==> src/rtl/alu_pkg.sv <==
// Shared command encodings and FSM state type for the sequential ALU.
// Latency: n/a (declarations only).
// Backpressure: n/a.
package alu_pkg;

    localparam logic [3:0] CMD_MOV = 4'b0001;
    localparam logic [3:0] CMD_ADD = 4'b0010;
    localparam logic [3:0] CMD_ADC = 4'b0011;
    localparam logic [3:0] CMD_SUB = 4'b0100;
    localparam logic [3:0] CMD_SBC = 4'b0101;
    localparam logic [3:0] CMD_AND = 4'b0110;
    localparam logic [3:0] CMD_ORR = 4'b0111;
    localparam logic [3:0] CMD_EOR = 4'b1000;
    localparam logic [3:0] CMD_MVN = 4'b1001;
    localparam logic [3:0] CMD_MUL = 4'b1010;

    typedef enum logic {
        IDLE = 1'b0,
        MUL  = 1'b1
    } state_t;

endpackage

==> src/rtl/alu_mul_iter.sv <==
// Radix-2 shift-add multiplier, one multiplier bit per cycle, LSB first.
// Latency: WIDTH iterations after start; done/product are valid during the last one.
// Backpressure: none; the caller only starts it when it can take the result.
module alu_mul_iter #(
    parameter int WIDTH = 32
) (
    input  logic             clk,
    input  logic             rst_n,
    input  logic             start,
    input  logic [WIDTH-1:0] a,
    input  logic [WIDTH-1:0] b,
    output logic             done,
    output logic [WIDTH-1:0] product
);

    localparam int CW = $clog2(WIDTH);
    localparam logic [CW-1:0] LAST = CW'(WIDTH - 1);

    logic             busy;
    logic [WIDTH-1:0] acc;
    logic [WIDTH-1:0] mcand;
    logic [WIDTH-1:0] mplier;
    logic [CW-1:0]    cnt;
    logic [WIDTH-1:0] acc_nxt;

    // Partial sum for this iteration; on the last one it is the final product.
    always_comb begin
        acc_nxt = mplier[0] ? (acc + mcand) : acc;
    end

    assign done    = busy && (cnt == LAST);
    assign product = acc_nxt;

    // Operand capture on start, then one shift-add step per cycle until the last bit.
    always_ff @(posedge clk or negedge rst_n) begin
        if (!rst_n) begin
            busy   <= 1'b0;
            acc    <= '0;
            mcand  <= '0;
            mplier <= '0;
            cnt    <= '0;
        end else if (start) begin
            busy   <= 1'b1;
            acc    <= '0;
            mcand  <= a;
            mplier <= b;
            cnt    <= '0;
        end else if (busy) begin
            acc    <= acc_nxt;
            mcand  <= mcand << 1;
            mplier <= mplier >> 1;
            cnt    <= cnt + 1'b1;
            if (cnt == LAST) begin
                busy <= 1'b0;
            end
        end
    end

endmodule

==> src/rtl/alu_seq.sv <==
// Sequential ALU: single-cycle logic/arithmetic ops plus an iterative multiply.
// Latency: 1 cycle for single-cycle ops, WIDTH cycles for MUL (result in cycle WIDTH+1).
// Backpressure: valid/ready; a stalled result holds and blocks new requests, transfer+accept may overlap.
module alu_seq
    import alu_pkg::*;
#(
    parameter int WIDTH  = 32,
    parameter int MUL_EN = 1
) (
    input  logic             clk,
    input  logic             rst_n,
    input  logic             in_valid,
    output logic             in_ready,
    input  logic [3:0]       command,
    input  logic [WIDTH-1:0] input1,
    input  logic [WIDTH-1:0] input2,
    input  logic             carry_in,
    output logic             out_valid,
    input  logic             out_ready,
    output logic [WIDTH-1:0] out,
    output logic             carry_out,
    output logic             V,
    output logic             N,
    output logic             Z
);

    state_t           state;
    logic             accept;
    logic             is_mul;
    logic             mul_done;
    logic [WIDTH-1:0] mul_prod;

    logic [WIDTH:0]   arith;
    logic [WIDTH-1:0] res;
    logic             c_res;
    logic             v_res;
    logic             is_add;
    logic             is_sub;

    assign in_ready = (state == IDLE) && (!out_valid || out_ready);
    assign accept   = in_valid && in_ready;
    assign is_mul   = (MUL_EN != 0) && (command == CMD_MUL);

    alu_mul_iter #(
        .WIDTH (WIDTH)
    ) u_mul (
        .clk     (clk),
        .rst_n   (rst_n),
        .start   (accept && is_mul),
        .a       (input1),
        .b       (input2),
        .done    (mul_done),
        .product (mul_prod)
    );

    // Single-cycle datapath; arithmetic runs zero-extended so bit WIDTH is the carry/borrow.
    always_comb begin
        arith  = '0;
        res    = '0;
        c_res  = 1'b0;
        v_res  = 1'b0;
        is_add = 1'b0;
        is_sub = 1'b0;
        case (command)
            CMD_MOV: res = input2;
            CMD_MVN: res = ~input2;
            CMD_ADD: begin
                arith  = {1'b0, input1} + {1'b0, input2};
                is_add = 1'b1;
            end
            CMD_ADC: begin
                arith  = {1'b0, input1} + {1'b0, input2} + {{WIDTH{1'b0}}, carry_in};
                is_add = 1'b1;
            end
            CMD_SUB: begin
                arith  = {1'b0, input1} - {1'b0, input2};
                is_sub = 1'b1;
            end
            CMD_SBC: begin
                arith  = {1'b0, input1} - {1'b0, input2} - (WIDTH+1)'(1)
                         + {{WIDTH{1'b0}}, carry_in};
                is_sub = 1'b1;
            end
            CMD_AND: res = input1 & input2;
            CMD_ORR: res = input1 | input2;
            CMD_EOR: res = input1 ^ input2;
            default: res = '0;
        endcase
        if (is_add || is_sub) begin
            res   = arith[WIDTH-1:0];
            c_res = arith[WIDTH];
        end
        if (is_add) begin
            v_res = (input1[WIDTH-1] == input2[WIDTH-1]) && (res[WIDTH-1] != input1[WIDTH-1]);
        end else if (is_sub) begin
            v_res = (input1[WIDTH-1] != input2[WIDTH-1]) && (res[WIDTH-1] != input1[WIDTH-1]);
        end
    end

    // Control FSM and registered result/flags; a transfer clears out_valid unless a new result lands.
    always_ff @(posedge clk or negedge rst_n) begin
        if (!rst_n) begin
            state     <= IDLE;
            out_valid <= 1'b0;
            out       <= '0;
            carry_out <= 1'b0;
            V         <= 1'b0;
            N         <= 1'b0;
            Z         <= 1'b1;
        end else begin
            if (out_valid && out_ready) begin
                out_valid <= 1'b0;
            end
            case (state)
                IDLE: begin
                    if (accept) begin
                        if (is_mul) begin
                            state <= MUL;
                        end else begin
                            out       <= res;
                            carry_out <= c_res;
                            V         <= v_res;
                            N         <= res[WIDTH-1];
                            Z         <= (res == '0);
                            out_valid <= 1'b1;
                        end
                    end
                end
                MUL: begin
                    if (mul_done) begin
                        out       <= mul_prod;
                        carry_out <= 1'b0;
                        V         <= 1'b0;
                        N         <= mul_prod[WIDTH-1];
                        Z         <= (mul_prod == '0);
                        out_valid <= 1'b1;
                        state     <= IDLE;
                    end
                end
                default: state <= IDLE;
            endcase
        end
    end

endmodule

==> config.mk <==
export PLATFORM = sky130hd
export DESIGN_NAME = alu_seq
export DESIGN_NICKNAME = d
export VERILOG_FILES = /design/src/rtl/alu_pkg.sv /design/src/rtl/alu_mul_iter.sv /design/src/rtl/alu_seq.sv
export SDC_FILE = /design/constraint.sdc
export NUM_CORES = 1
export LEC_CHECK = 0
export ABC_CLOCK_PERIOD_IN_PS = 10200
export CELL_PAD_IN_SITES_DETAIL_PLACEMENT = 0
export CELL_PAD_IN_SITES_GLOBAL_PLACEMENT = 1
export CORE_MARGIN = 2
export CORE_UTILIZATION = 37
export CTS_BUF_LIST = sky130_fd_sc_hd__clkbuf_8
export CTS_CLUSTER_DIAMETER = 200
export CTS_CLUSTER_SIZE = 10
export DETAILED_ROUTE_END_ITERATION = 7
export GPL_ROUTABILITY_DRIVEN = 0
export PLACE_DENSITY = 0.79
export SLEW_MARGIN = 20
export SYNTH_ARGS = -nofsm -noshare
export SYNTH_HDL_FRONTEND = slang
export SYNTH_HIERARCHICAL = 1
export SYNTH_SLANG_ARGS = --single-unit
==> constraint.sdc <==
create_clock -name clk -period 10.2 [get_ports clk]
set_input_delay 1.53 -clock clk [delete_from_list [all_inputs] [get_ports clk]]
set_output_delay 1.53 -clock clk [all_outputs]
set_load 0.01 [all_outputs]
==> key figures, run 1 <==
Min path
  • Type of the most critical hold path: flip-flop to flip-flop

Power
  • Power per Cell Area: 237 nW/um^2
  • Leak: 7.67 nW
  • Overall power of the completed layout: 4.47 mW
  • Worst IR drop on VDD: 97.8 uV

Final layout
  • Layout filler cell count: 4599
  • Nets: 2392
  • Area taken by multi-input logic gates: 12600 sq um
  • Post-Route Utilization: 41.6%
  • Area Growth Syn to Fin: 10.7%
  • Area of all sequential standard cells: 3480 sq um
  • Proportion of layout cells with a drive suffix above 1: 7.76%

Global route
  • GRT Util Overall: 25.8%
  • Remaining global-route overflow: 0
  • Initial antenna violation count: 1
  • Global-route wire length before repair: 95.2 mm
  • Met1 Track Usage GR: 34.6%
  • Global-route met3 utilization: 4.02%
  • Met2 demand-to-capacity share in global routing: 41.6%
  • Gr busiest metal: met2
  • Via count of the first global-routing pass: 16200
  • Maximum number of pins on one net before global-route repair: 168

Placement
  • HPWL after DPL: 48.0 mm
  • Buffers on Ports: 110
  • DP Worst Slack: 3.25 ns

Setup path
  • Data required time at the worst endpoint: 10.64 ns
  • Critical path class: primary input to flip-flop
  • Largest fanout of any net on the critical path: 19
  • Arrival time at the worst endpoint: 6.99 ns
  • Setup crit start kind: primary input
  • CP endpoint kind: flip-flop

Timing
  • Worst setup skew after layout: 0.0358 ns
  • Ratio of final minimum period to clock period: 64.3%
  • Relative max-transition margin: 25.6%
  • Min cycle time layout: 6.55 ns
  • Final Hold Vio Count: 0
  • Max frequency: 153 MHz
  • Setup TNS Final: 0 ns
  • Transition time at the pin with the least slew margin: 1.12 ns
  • Worst-case setup margin in the final layout: 3.65 ns
  • RSZ-0062 raised after global routing: false
  • Final number of max-transition violations: 0
  • Final hold slack: 0.489 ns
  • Number of endpoints failing setup at the final stage: 0

Floorplan
  • Initial Util: 37.5%
  • Num rows: 78
  • Placeable core region: 45500 sq um
  • Die Footprint: 47900 sq um
  • Top-level port count: 111
  • DIE WIDTH: 219 microns
  • Die height: 219 microns

Clock tree
  • Maximum clock insertion buffer count: 2
  • Cell chosen for the clock root: sky130_fd_sc_hd__clkbuf_8
  • Number of buffers added by the clock tree synthesis step: 17
  • H-tree depth: 4
  • Total of hold buffers inserted after clock tree synthesis: 0
  • Clock insertion delay at the later pin of the skew report: 0.53 ns
  • # Post-CTS Setup Buffers: 0
  • TritonCTS clock tree: yes
  • Post-CTS clock slew at the launch and capture registers of the worst setup and hold paths: 0.11 ns
  • CTS sink count: 139
  • Post-CTS resize count: 0

Drt
  • DRC errors left: 0
  • Via density: 6.16
  • Antenna violation net count after detailed routing: 0
  • Vias: 17200
  • Router iterations before antenna repair: 7
  • Final Routed Wirelength: 63.0 mm
  • DR iter-0 viols: 1598
  • Drt wl/cell: 22.6 microns

Synthesis
  • Yosys top cell area share: 20.2%
  • Library cells used by synthesis: 125
  • Total number of yosys warnings: 6
  • Cell types with the highest counts after synthesis: 188 x sky130_fd_sc_hd__nand2_1, 187 x sky130_fd_sc_hd__nor2_1, 152 x sky130_fd_sc_hd__o21ai_0, 143 x sky130_fd_sc_hd__a21oi_1, 138 x sky130_fd_sc_hd__dfrtp_1
  • Primary FF master, synth: sky130_fd_sc_hd__dfrtp_1
  • Number of synthesized register bits: 139
  • Area contributors post-synth: sky130_fd_sc_hd__dfrtp_1 20%, sky130_fd_sc_hd__ha_1 10%, sky130_fd_sc_hd__mux2i_1 6.2%
  • Fraction of the yosys area taken by sequential cells: 20.4%
  • Post-Synthesis Net Count: 2368
  • Number of enable flip-flop cells after synthesis: 0
  • Average cell area after synthesis: 7.92 sq um
  • Library cell with the highest instance count after synthesis: sky130_fd_sc_hd__nand2_1
  • Fraction of registers with async set/reset: 100%
  • Syn Std Cell Area: 17100 sq um
  • Cell type with the highest aggregate area in the netlist: sky130_fd_sc_hd__dfrtp_1
  • Cells after synthesis: 2156

Flow run
  • Max-cap violations: 0

Status
  • Outcome: finished clean
==> report_power, final <==
group,internal [mW],total (mW),switching (mW)
clock,0.226,0.479,0.253
combinational,1.23,2.97,1.74
sequential,0.812,1.02,0.212
==> layout by cell type, fill, tap and decap left out, drive strengths merged, types with 11 or more instances in the layout <==
cell / count
a211o: 14
a211oi: 29
a21o: 24
a21oi: 147
a22oi: 23
a31oi: 22
and2: 15
and3: 13
buf: 24
clkbuf: 19
clkdlybuf4s50: 107
dfrtp: 138
ha: 136
inv: 104
mux2: 26
mux2i: 106
nand2: 192
nand2b: 18
nand3: 44
nand4: 31
nor2: 189
nor2b: 33
nor3: 55
nor3b: 13
nor4: 36
o211ai: 27
o21a: 16
o21ai: 162
o21bai: 23
o221ai: 23
o31ai: 11
or2: 17
or3: 14
or4: 15
xnor2: 77
xor2: 60
==> registers in the layout, indices dropped and copies added (netlist names) <==
register	flops
out	32
u_mul/acc	32
u_mul/mcand	32
u_mul/mplier	32
u_mul/cnt	5
V	1
Z	1
carry_out	1
out_valid	1
state	1
u_mul/busy	1
==> kinds of logic after synthesis <==
group | synth area share (%)
mux | 7.93
fa+ha+maj | 10.3
compound gates | 26.3
simple gates | 22.2
flops | 20.4
buf+inv | 5.77
xor+xnor | 7.03
==> through the flow <==
| stage | instances | cell area, sq um |
|---|---|---|
| floorplan | 2156 | 17100 |
| global placement | 2761 | 18500 |
| detailed placement | 2761 | 18500 |
| CTS | 2791 | 18900 |
| global route | 2792 | 18900 |
| finish | 2793 | 18900 |
==> routing by layer <==
metal | up-vias | routed length, microns
met3 | 138 | 5260
li1 | 7978 | -
met1 | 8325 | 26900
met4 | 0 | 2340
met2 | 762 | 28500
met5 | - | 0
==> area by class of cell <==
| type | count | share of cell area, % |
|---|---|---|
| diodes | 2 | 0.0265 |
| well taps | 600 | 3.97 |
| clock buffers | 19 | 1.38 |
| inverters | 105 | 2.08 |
| repair buffers | 131 | 6.68 |
| flip-flops and latches | 139 | 18.4 |
| clock inverters | 11 | 0.649 |
| multi-input cells | 1786 | 66.8 |
==> path summary, 6_finish.rpt <==
check	from	endpoint	slack, ns	cells after the start
hold reg to reg	out[13]	out[13]	0.49	2
min in group asynchronous	rst_n	u_mul/mplier[16]	1.05	1
hold / removal	out[13]	out[13]	0.49	2
setup reg to reg	u_mul/acc[0]	Z	5.68	15
setup / recovery	input1[14]	V	3.65	16
max in group asynchronous	rst_n	u_mul/mplier[21]	7.74	2
==> critical path, cell delays in order <==
cell,delay [ns]
sky130_fd_sc_hd__clkdlybuf4s50_1,0.74
sky130_fd_sc_hd__inv_1,0.09
sky130_fd_sc_hd__ha_1,0.67
sky130_fd_sc_hd__nand2_1,0.19
sky130_fd_sc_hd__o21ai_0,0.45
sky130_fd_sc_hd__mux2_2,0.40
sky130_fd_sc_hd__a311oi_2,0.43
sky130_fd_sc_hd__nor3b_2,0.38
sky130_fd_sc_hd__nand4_2,0.24
sky130_fd_sc_hd__nor4b_2,0.50
sky130_fd_sc_hd__nand4b_1,0.24
sky130_fd_sc_hd__nor3_1,0.23
sky130_fd_sc_hd__xor2_1,0.11
sky130_fd_sc_hd__a221oi_2,0.39
sky130_fd_sc_hd__xnor2_1,0.12
sky130_fd_sc_hd__a32o_1,0.26
Power figures use the tool's default switching activity.
==> run 2, diff against run 1 <==
--- a/config.mk
+++ b/config.mk
@@ -5,7 +5,7 @@
 export SDC_FILE = /design/constraint.sdc
 export NUM_CORES = 1
 export LEC_CHECK = 0
-export ABC_CLOCK_PERIOD_IN_PS = 10200
+export ABC_CLOCK_PERIOD_IN_PS = 5300
 export CELL_PAD_IN_SITES_DETAIL_PLACEMENT = 0
 export CELL_PAD_IN_SITES_GLOBAL_PLACEMENT = 1
 export CORE_MARGIN = 2
@@ -15,7 +15,7 @@
 export CTS_CLUSTER_SIZE = 10
 export DETAILED_ROUTE_END_ITERATION = 7
 export GPL_ROUTABILITY_DRIVEN = 0
-export PLACE_DENSITY = 0.79
+export PLACE_DENSITY = 0.82
 export SLEW_MARGIN = 20
 export SYNTH_ARGS = -nofsm -noshare
 export SYNTH_HDL_FRONTEND = slang
==> constraint.sdc (replaced) <==
create_clock -name clk -period 5.3 [get_ports clk]
set_input_delay 0.795 -clock clk [delete_from_list [all_inputs] [get_ports clk]]
set_output_delay 0.795 -clock clk [all_outputs]
set_load 0.01 [all_outputs]
==> key figures, run 2 (synthesis gave the netlist of run 1 again) <==
Setup path
  • CP endpoint kind: flip-flop
  • Arrival time at the worst endpoint: 5.57 ns
  • Critical path class: primary input to flip-flop
  • Maximum cell stage delay along the critical path: 0.63 ns
  • Buffering stage count on the worst path with inverters included: 5
  • Data required time at the worst endpoint: 5.68 ns
  • Largest fanout of any net on the critical path: 4
  • Setup crit start kind: primary input
  • Cell family with the largest share of critical-path delay: simple AND/OR/NAND/NOR gates
  • Crit-path cells: clkdlybuf4s50_1 -> inv_1 -> ha_1 -> inv_1 -> fa_2 -> nand2b_4 -> a211o_4 -> a31oi_4 -> o221ai_2 -> or4_4 -> or4b_4 -> buf_4 -> nor4_4 -> buf_4 -> nand2_2 -> nor4_2 -> xnor2_1 -> a22oi_1 -> o21ai_1 -> a32o_1
  • Library cell contributing the largest single delay on the critical path: sky130_fd_sc_hd__or4b_4

Floorplan
  • Die height: 219 microns
  • Initial Util: 37.5%
  • Num rows: 78
  • Placeable core region: 45500 sq um
  • Die Footprint: 47900 sq um
  • DIE WIDTH: 219 microns
  • Top-level port count: 111

Global route
  • Global-route wire length before repair: 103 mm
  • Remaining global-route overflow: 0
  • Via count of the first global-routing pass: 18100
  • GRT Util Overall: 27.7%
  • Initial antenna violation count: 0
  • Maximum number of pins on one net before global-route repair: 95

Timing
  • Worst setup skew after layout: 0.0190 ns
  • Transition time at the pin with the least slew margin: 0.961 ns
  • Relative max-transition margin: 35.9%
  • Final Hold Vio Count: 0
  • Final number of max-transition violations: 0
  • Number of endpoints failing setup at the final stage: 0
  • Max frequency: 193 MHz
  • Worst-case setup margin in the final layout: 0.110 ns
  • RSZ-0062 raised after global routing: true
  • Setup TNS Final: 0 ns
  • Min cycle time layout: 5.19 ns
  • Ratio of final minimum period to clock period: 97.9%

Final layout
  • Proportion of layout cells with a drive suffix above 1: 20.0%
  • Final Cell Area: 21400 sq um
  • Post-Route Utilization: 47.1%
  • Commonest cells after routing, fill and taps aside: 342 x sky130_fd_sc_hd__buf_4, 188 x sky130_fd_sc_hd__nand2_1, 186 x sky130_fd_sc_hd__nor2_1
  • Nets: 2714
  • Layout filler cell count: 4504
  • Most frequent standard cell in the layout excluding fill and tap cells: sky130_fd_sc_hd__buf_4
  • Area taken by multi-input logic gates: 12700 sq um
  • Area of all sequential standard cells: 3480 sq um
  • Area Growth Syn to Fin: 25.5%

Placement
  • DP Worst Slack: -0.378 ns
  • Post-DP Area: 20900 sq um
  • Buffers on Ports: 110
  • HPWL after DPL: 52.6 mm

Power
  • Worst IR drop on VDD: 224 uV
  • Overall power of the completed layout: 9.10 mW
  • Power per Cell Area: 424 nW/um^2
  • Leak: 9.28 nW

Drt
  • Antenna violation net count after detailed routing: 0
  • Final Routed Wirelength: 66.6 mm
  • Vias: 18700
  • Drt wl/cell: 21.4 microns
  • DRC errors left: 0
  • Router iterations before antenna repair: 6
  • Via density: 5.99
  • DR iter-0 viols: 2269

Min path
  • Type of the most critical hold path: primary input to async pin

Status
  • Outcome: finished clean

Clock tree
  • Number of buffers added by the clock tree synthesis step: 17
  • H-tree depth: 4
  • Post-CTS clock slew at the launch and capture registers of the worst setup and hold paths: 0.09 ns
  • Clock insertion delay at the later pin of the skew report: 0.49 ns
  • Cell chosen for the clock root: sky130_fd_sc_hd__clkbuf_8
  • CTS sink count: 139
  • TritonCTS clock tree: yes
  • Maximum clock insertion buffer count: 2
  • Total of hold buffers inserted after clock tree synthesis: 0

Flow run
  • Max-cap violations: 0
==> run 2: changes by cell type in the layout (fill, tap and decap cells not counted), sizes merged <==
cell      previous run  this run
buf                 24       346
inv                104       109
clkinvlp             4         1
clkbuf              19        17
bufinv               2         3
clkinv               6         7
diode                2         1
==> run 2: worst paths after layout <==
kind,startpoint,endpoint,slack (ns),cells after the start
worst max register to register,u_mul/acc[0],Z,0.86,15
worst min-delay path,rst_n,u_mul/acc[2],0.40,1
worst max-delay path,input1[0],carry_out,0.11,20
worst min register to register,out[13],out[13],0.47,2
min in group clk,out[13],out[13],0.47,2
max in group asynchronous,rst_n,u_mul/mplier[30],3.71,2
==> run 2: layout make-up <==
| type | instances | share of cell area (%) |
|---|---|---|
| Timing Repair Buffer | 453 | 17.2 |
| Clock buffer | 17 | 1.09 |
| Inverter | 105 | 1.84 |
| Sequential cell | 139 | 16.3 |
| Multi-Input combinational cell | 1786 | 59.3 |
| Antenna cell | 1 | 0.0117 |
| Clock inverter | 15 | 0.881 |
| Tap cell | 600 | 3.50 |
==> run 2: where the power goes <==
group          switching (mW)  internal [mW]
sequential              0.474           1.56
clock                   0.488          0.475
combinational            3.44           2.66
total                    4.40           4.70
==> run 2: worst reg2reg max path: stages, from the launching register on <==
cell and delay, ns:
sky130_fd_sc_hd__dfrtp_1 0.41, sky130_fd_sc_hd__ha_1 0.26, sky130_fd_sc_hd__fa_1 0.42, sky130_fd_sc_hd__a21oi_1 0.25
sky130_fd_sc_hd__o211ai_1 0.20, sky130_fd_sc_hd__a32oi_2 0.30, sky130_fd_sc_hd__o21ai_2 0.16, sky130_fd_sc_hd__a31oi_2 0.27
sky130_fd_sc_hd__o21bai_1 0.18, sky130_fd_sc_hd__mux2_1 0.34, sky130_fd_sc_hd__a221o_1 0.34, sky130_fd_sc_hd__nor4_1 0.36
sky130_fd_sc_hd__nand4_1 0.14, sky130_fd_sc_hd__o41ai_1 0.48, sky130_fd_sc_hd__o21ai_0 0.16, sky130_fd_sc_hd__o21ai_1 0.10
==> run 2: metal layers <==
metal  wire (microns)  vias to the layer above  track usage (%)  share of wire (%)
met5                0                        -                0                  0
met4             3180                        0             12.9                4.8
met3             5850                      201             4.03                8.8
met2            29500                      962             43.8                 44
met1            28100                     8841             37.3                 42
li1                 -                     8646                -                  -
==> run 2: through the flow <==
| stage | hold WS, ns | cells |
|---|---|---|
| floorplan | 0.493 | 2156 |
| global placement | 0.458 | 3081 |
| detailed placement | 0.456 | 3081 |
| CTS | 0.427 | 3113 |
| global route | 0.473 | 3115 |
| finish | 0.405 | 3116 |
==> run 2: repair_timing <==
action / CTS / global route
endpoints found under the setup margin: 0 / 4
endpoints found under the hold margin: 0 / 0
buffers inserted: 0 / 2
resized for setup: 0 / 13
==> run 3, diff against run 2 <==
--- a/config.mk
+++ b/config.mk
@@ -5,7 +5,7 @@
 export SDC_FILE = /design/constraint.sdc
 export NUM_CORES = 1
 export LEC_CHECK = 0
-export ABC_CLOCK_PERIOD_IN_PS = 5300
+export ABC_CLOCK_PERIOD_IN_PS = 6500
 export CELL_PAD_IN_SITES_DETAIL_PLACEMENT = 0
 export CELL_PAD_IN_SITES_GLOBAL_PLACEMENT = 1
 export CORE_MARGIN = 2
@@ -15,7 +15,7 @@
 export CTS_CLUSTER_SIZE = 10
 export DETAILED_ROUTE_END_ITERATION = 7
 export GPL_ROUTABILITY_DRIVEN = 0
-export PLACE_DENSITY = 0.82
+export PLACE_DENSITY = 0.79
 export SLEW_MARGIN = 20
 export SYNTH_ARGS = -nofsm -noshare
 export SYNTH_HDL_FRONTEND = slang
==> constraint.sdc (replaced) <==
create_clock -name clk -period 6.5 [get_ports clk]
set_input_delay 0.975 -clock clk [delete_from_list [all_inputs] [get_ports clk]]
set_output_delay 0.975 -clock clk [all_outputs]
set_load 0.01 [all_outputs]
==> key figures, run 3 (synthesis gave the netlist of run 1 again) <==
Placement
  • HPWL after DPL: 50.1 mm
  • Buffers on Ports: 110

Final layout
  • Area Growth Syn to Fin: 12.9%
  • Area of all sequential standard cells: 3480 sq um
  • Layout filler cell count: 4715
  • Nets: 2428
  • Proportion of layout cells with a drive suffix above 1: 9.33%
  • Commonest cells after routing, fill and taps aside: 188 x sky130_fd_sc_hd__nand2_1, 186 x sky130_fd_sc_hd__nor2_1, 152 x sky130_fd_sc_hd__o21ai_0
  • Area taken by multi-input logic gates: 12600 sq um
  • Most frequent standard cell in the layout excluding fill and tap cells: sky130_fd_sc_hd__nand2_1

Setup path
  • Data required time at the worst endpoint: 6.99 ns
  • Arrival time at the worst endpoint: 6.42 ns
  • Setup crit start kind: primary input
  • Cell occurring most often along the worst timing path: sky130_fd_sc_hd__o21ai_1
  • Critical path class: primary input to flip-flop
  • CP endpoint kind: flip-flop
  • Maximum cell stage delay along the critical path: 0.71 ns
  • Crit-path cells: clkdlybuf4s50_1 -> inv_1 -> ha_1 -> nor2_1 -> o21ai_1 -> nand2_1 -> o31a_2 -> or4_4 -> or4b_4 -> nor4_1 -> mux2i_1 -> o211ai_1 -> or4_1 -> nor4_2 -> nand4_1 -> o21ai_1
  • Largest fanout of any net on the critical path: 15
  • Worst Reg2Reg Path Length in Cells: 15
  • Library cell contributing the largest single delay on the critical path: sky130_fd_sc_hd__clkdlybuf4s50_1

Drt
  • DRC errors left: 0
  • Router iterations before antenna repair: 6
  • Drt wl/cell: 22.7 microns
  • Antenna violation net count after detailed routing: 0
  • Vias: 17400
  • Final Routed Wirelength: 64.3 mm
  • Via density: 6.14
  • DR iter-0 viols: 1705

Power
  • Leak: 7.89 nW
  • Worst IR drop on VDD: 177 uV
  • Power per Cell Area: 373 nW/um^2

Timing
  • Transition time at the pin with the least slew margin: 1.11 ns
  • Relative max-transition margin: 25.3%
  • RSZ-0062 raised after global routing: false
  • Max frequency: 169 MHz
  • Final number of max-transition violations: 0
  • Number of endpoints failing setup at the final stage: 0
  • Setup TNS Final: 0 ns
  • Ratio of final minimum period to clock period: 91.2%
  • Final Hold Vio Count: 0
  • Min cycle time layout: 5.93 ns
  • Final hold slack: 0.445 ns
  • Worst setup skew after layout: 0.0396 ns

Global route
  • GRT Util Overall: 26.6%
  • Initial antenna violation count: 1
  • Maximum number of pins on one net before global-route repair: 92
  • Global-route wire length before repair: 97.2 mm
  • Remaining global-route overflow: 0
  • Via count of the first global-routing pass: 16600

Flow run
  • Max-cap violations: 0

Floorplan
  • Top-level port count: 111
  • Placeable core region: 45500 sq um
  • Num rows: 78
  • Die Footprint: 47900 sq um
  • Die height: 219 microns
  • DIE WIDTH: 219 microns
  • Initial Util: 37.5%

Clock tree
  • Post-CTS resize count: 0
  • Maximum clock insertion buffer count: 2
  • TritonCTS clock tree: yes
  • Number of buffers added by the clock tree synthesis step: 17
  • Cell chosen for the clock root: sky130_fd_sc_hd__clkbuf_8
  • H-tree depth: 4
  • Total of hold buffers inserted after clock tree synthesis: 0
  • Clock insertion delay at the later pin of the skew report: 0.58 ns
  • CTS sink count: 139
  • Post-CTS clock slew at the launch and capture registers of the worst setup and hold paths: 0.12 ns
  • # Post-CTS Setup Buffers: 0

Status
  • Outcome: finished clean

Min path
  • Type of the most critical hold path: primary input to async pin
==> run 3: changes by cell type in the layout (fill, tap and decap cells not counted), moves of 2 or more <==
cell,previous run,this run
sky130_fd_sc_hd__nor4_1,25,28
sky130_fd_sc_hd__nor4_2,7,5
sky130_fd_sc_hd__clkbuf_8,17,19
sky130_fd_sc_hd__buf_4,342,56
sky130_fd_sc_hd__bufinv_16,3,5
sky130_fd_sc_hd__nor3_2,4,2
sky130_fd_sc_hd__inv_6,4,2
==> run 3: worst paths after layout <==
| check | from | to | slack, ns |
|---|---|---|---|
| setup / recovery | input1[14] | Z | 0.57 |
| hold / removal | rst_n | carry_out | 0.44 |
| setup reg to reg | u_mul/mcand[0] | Z | 2.04 |
| hold reg to reg | out[13] | out[13] | 0.47 |
| max in group asynchronous | rst_n | u_mul/mcand[8] | 4.63 |
| min in group clk | out[13] | out[13] | 0.47 |
==> run 3: routing by layer <==
metal  GRT usage, %  routed length [microns]
met2           41.8                    28600
met3           4.84                     5830
met1           35.1                    26800
met5              0                        0
met4           12.7                     3010
==> run 3: area by class of cell <==
class | instances | share of cell area [%]
Multi-Input combinational cell | 1786 | 65.6
Sequential cell | 139 | 18.1
Timing Repair Buffer | 167 | 7.95
Tap cell | 600 | 3.90
Inverter | 105 | 2.04
Clock buffer | 19 | 1.36
Clock inverter | 13 | 1.11
Antenna cell | 1 | 0.0130
==> run 3: per-stage QoR <==
step                      area (sq um)  utilization, %  worst slack, ns  std cells  total power [mW]
after floorplan                  17100               -             1.45       2156              4.85
after global placement           18800            41.3            0.215       2797              6.14
after detailed placement         18800            41.3            0.115       2797              6.23
after CTS                        19300            42.4            0.733       2829              7.15
after global routing             19300            42.4            0.326       2829              7.72
final                            19300            42.4            0.569       2830              7.19
==> run 3: power by group <==
part           internal [mW]  switching [mW]  leakage (nW)  total, mW
Clock                  0.479           0.399         0.233      0.878
Sequential              1.27           0.394          1.69       1.67
Combinational           1.96            2.69          5.97       4.65
==> run 3: worst max-delay path: cells and delay by family <==
| kind | cells | cell delay [ns] |
|---|---|---|
| AND/OR/NAND/NOR | 8 | 2.79 |
| AO/OA/AOI/OAI | 4 | 1.00 |
| buffers and inverters | 2 | 0.80 |
| adder cells (fa/ha/maj) | 1 | 0.62 |
| multiplexers | 1 | 0.23 |
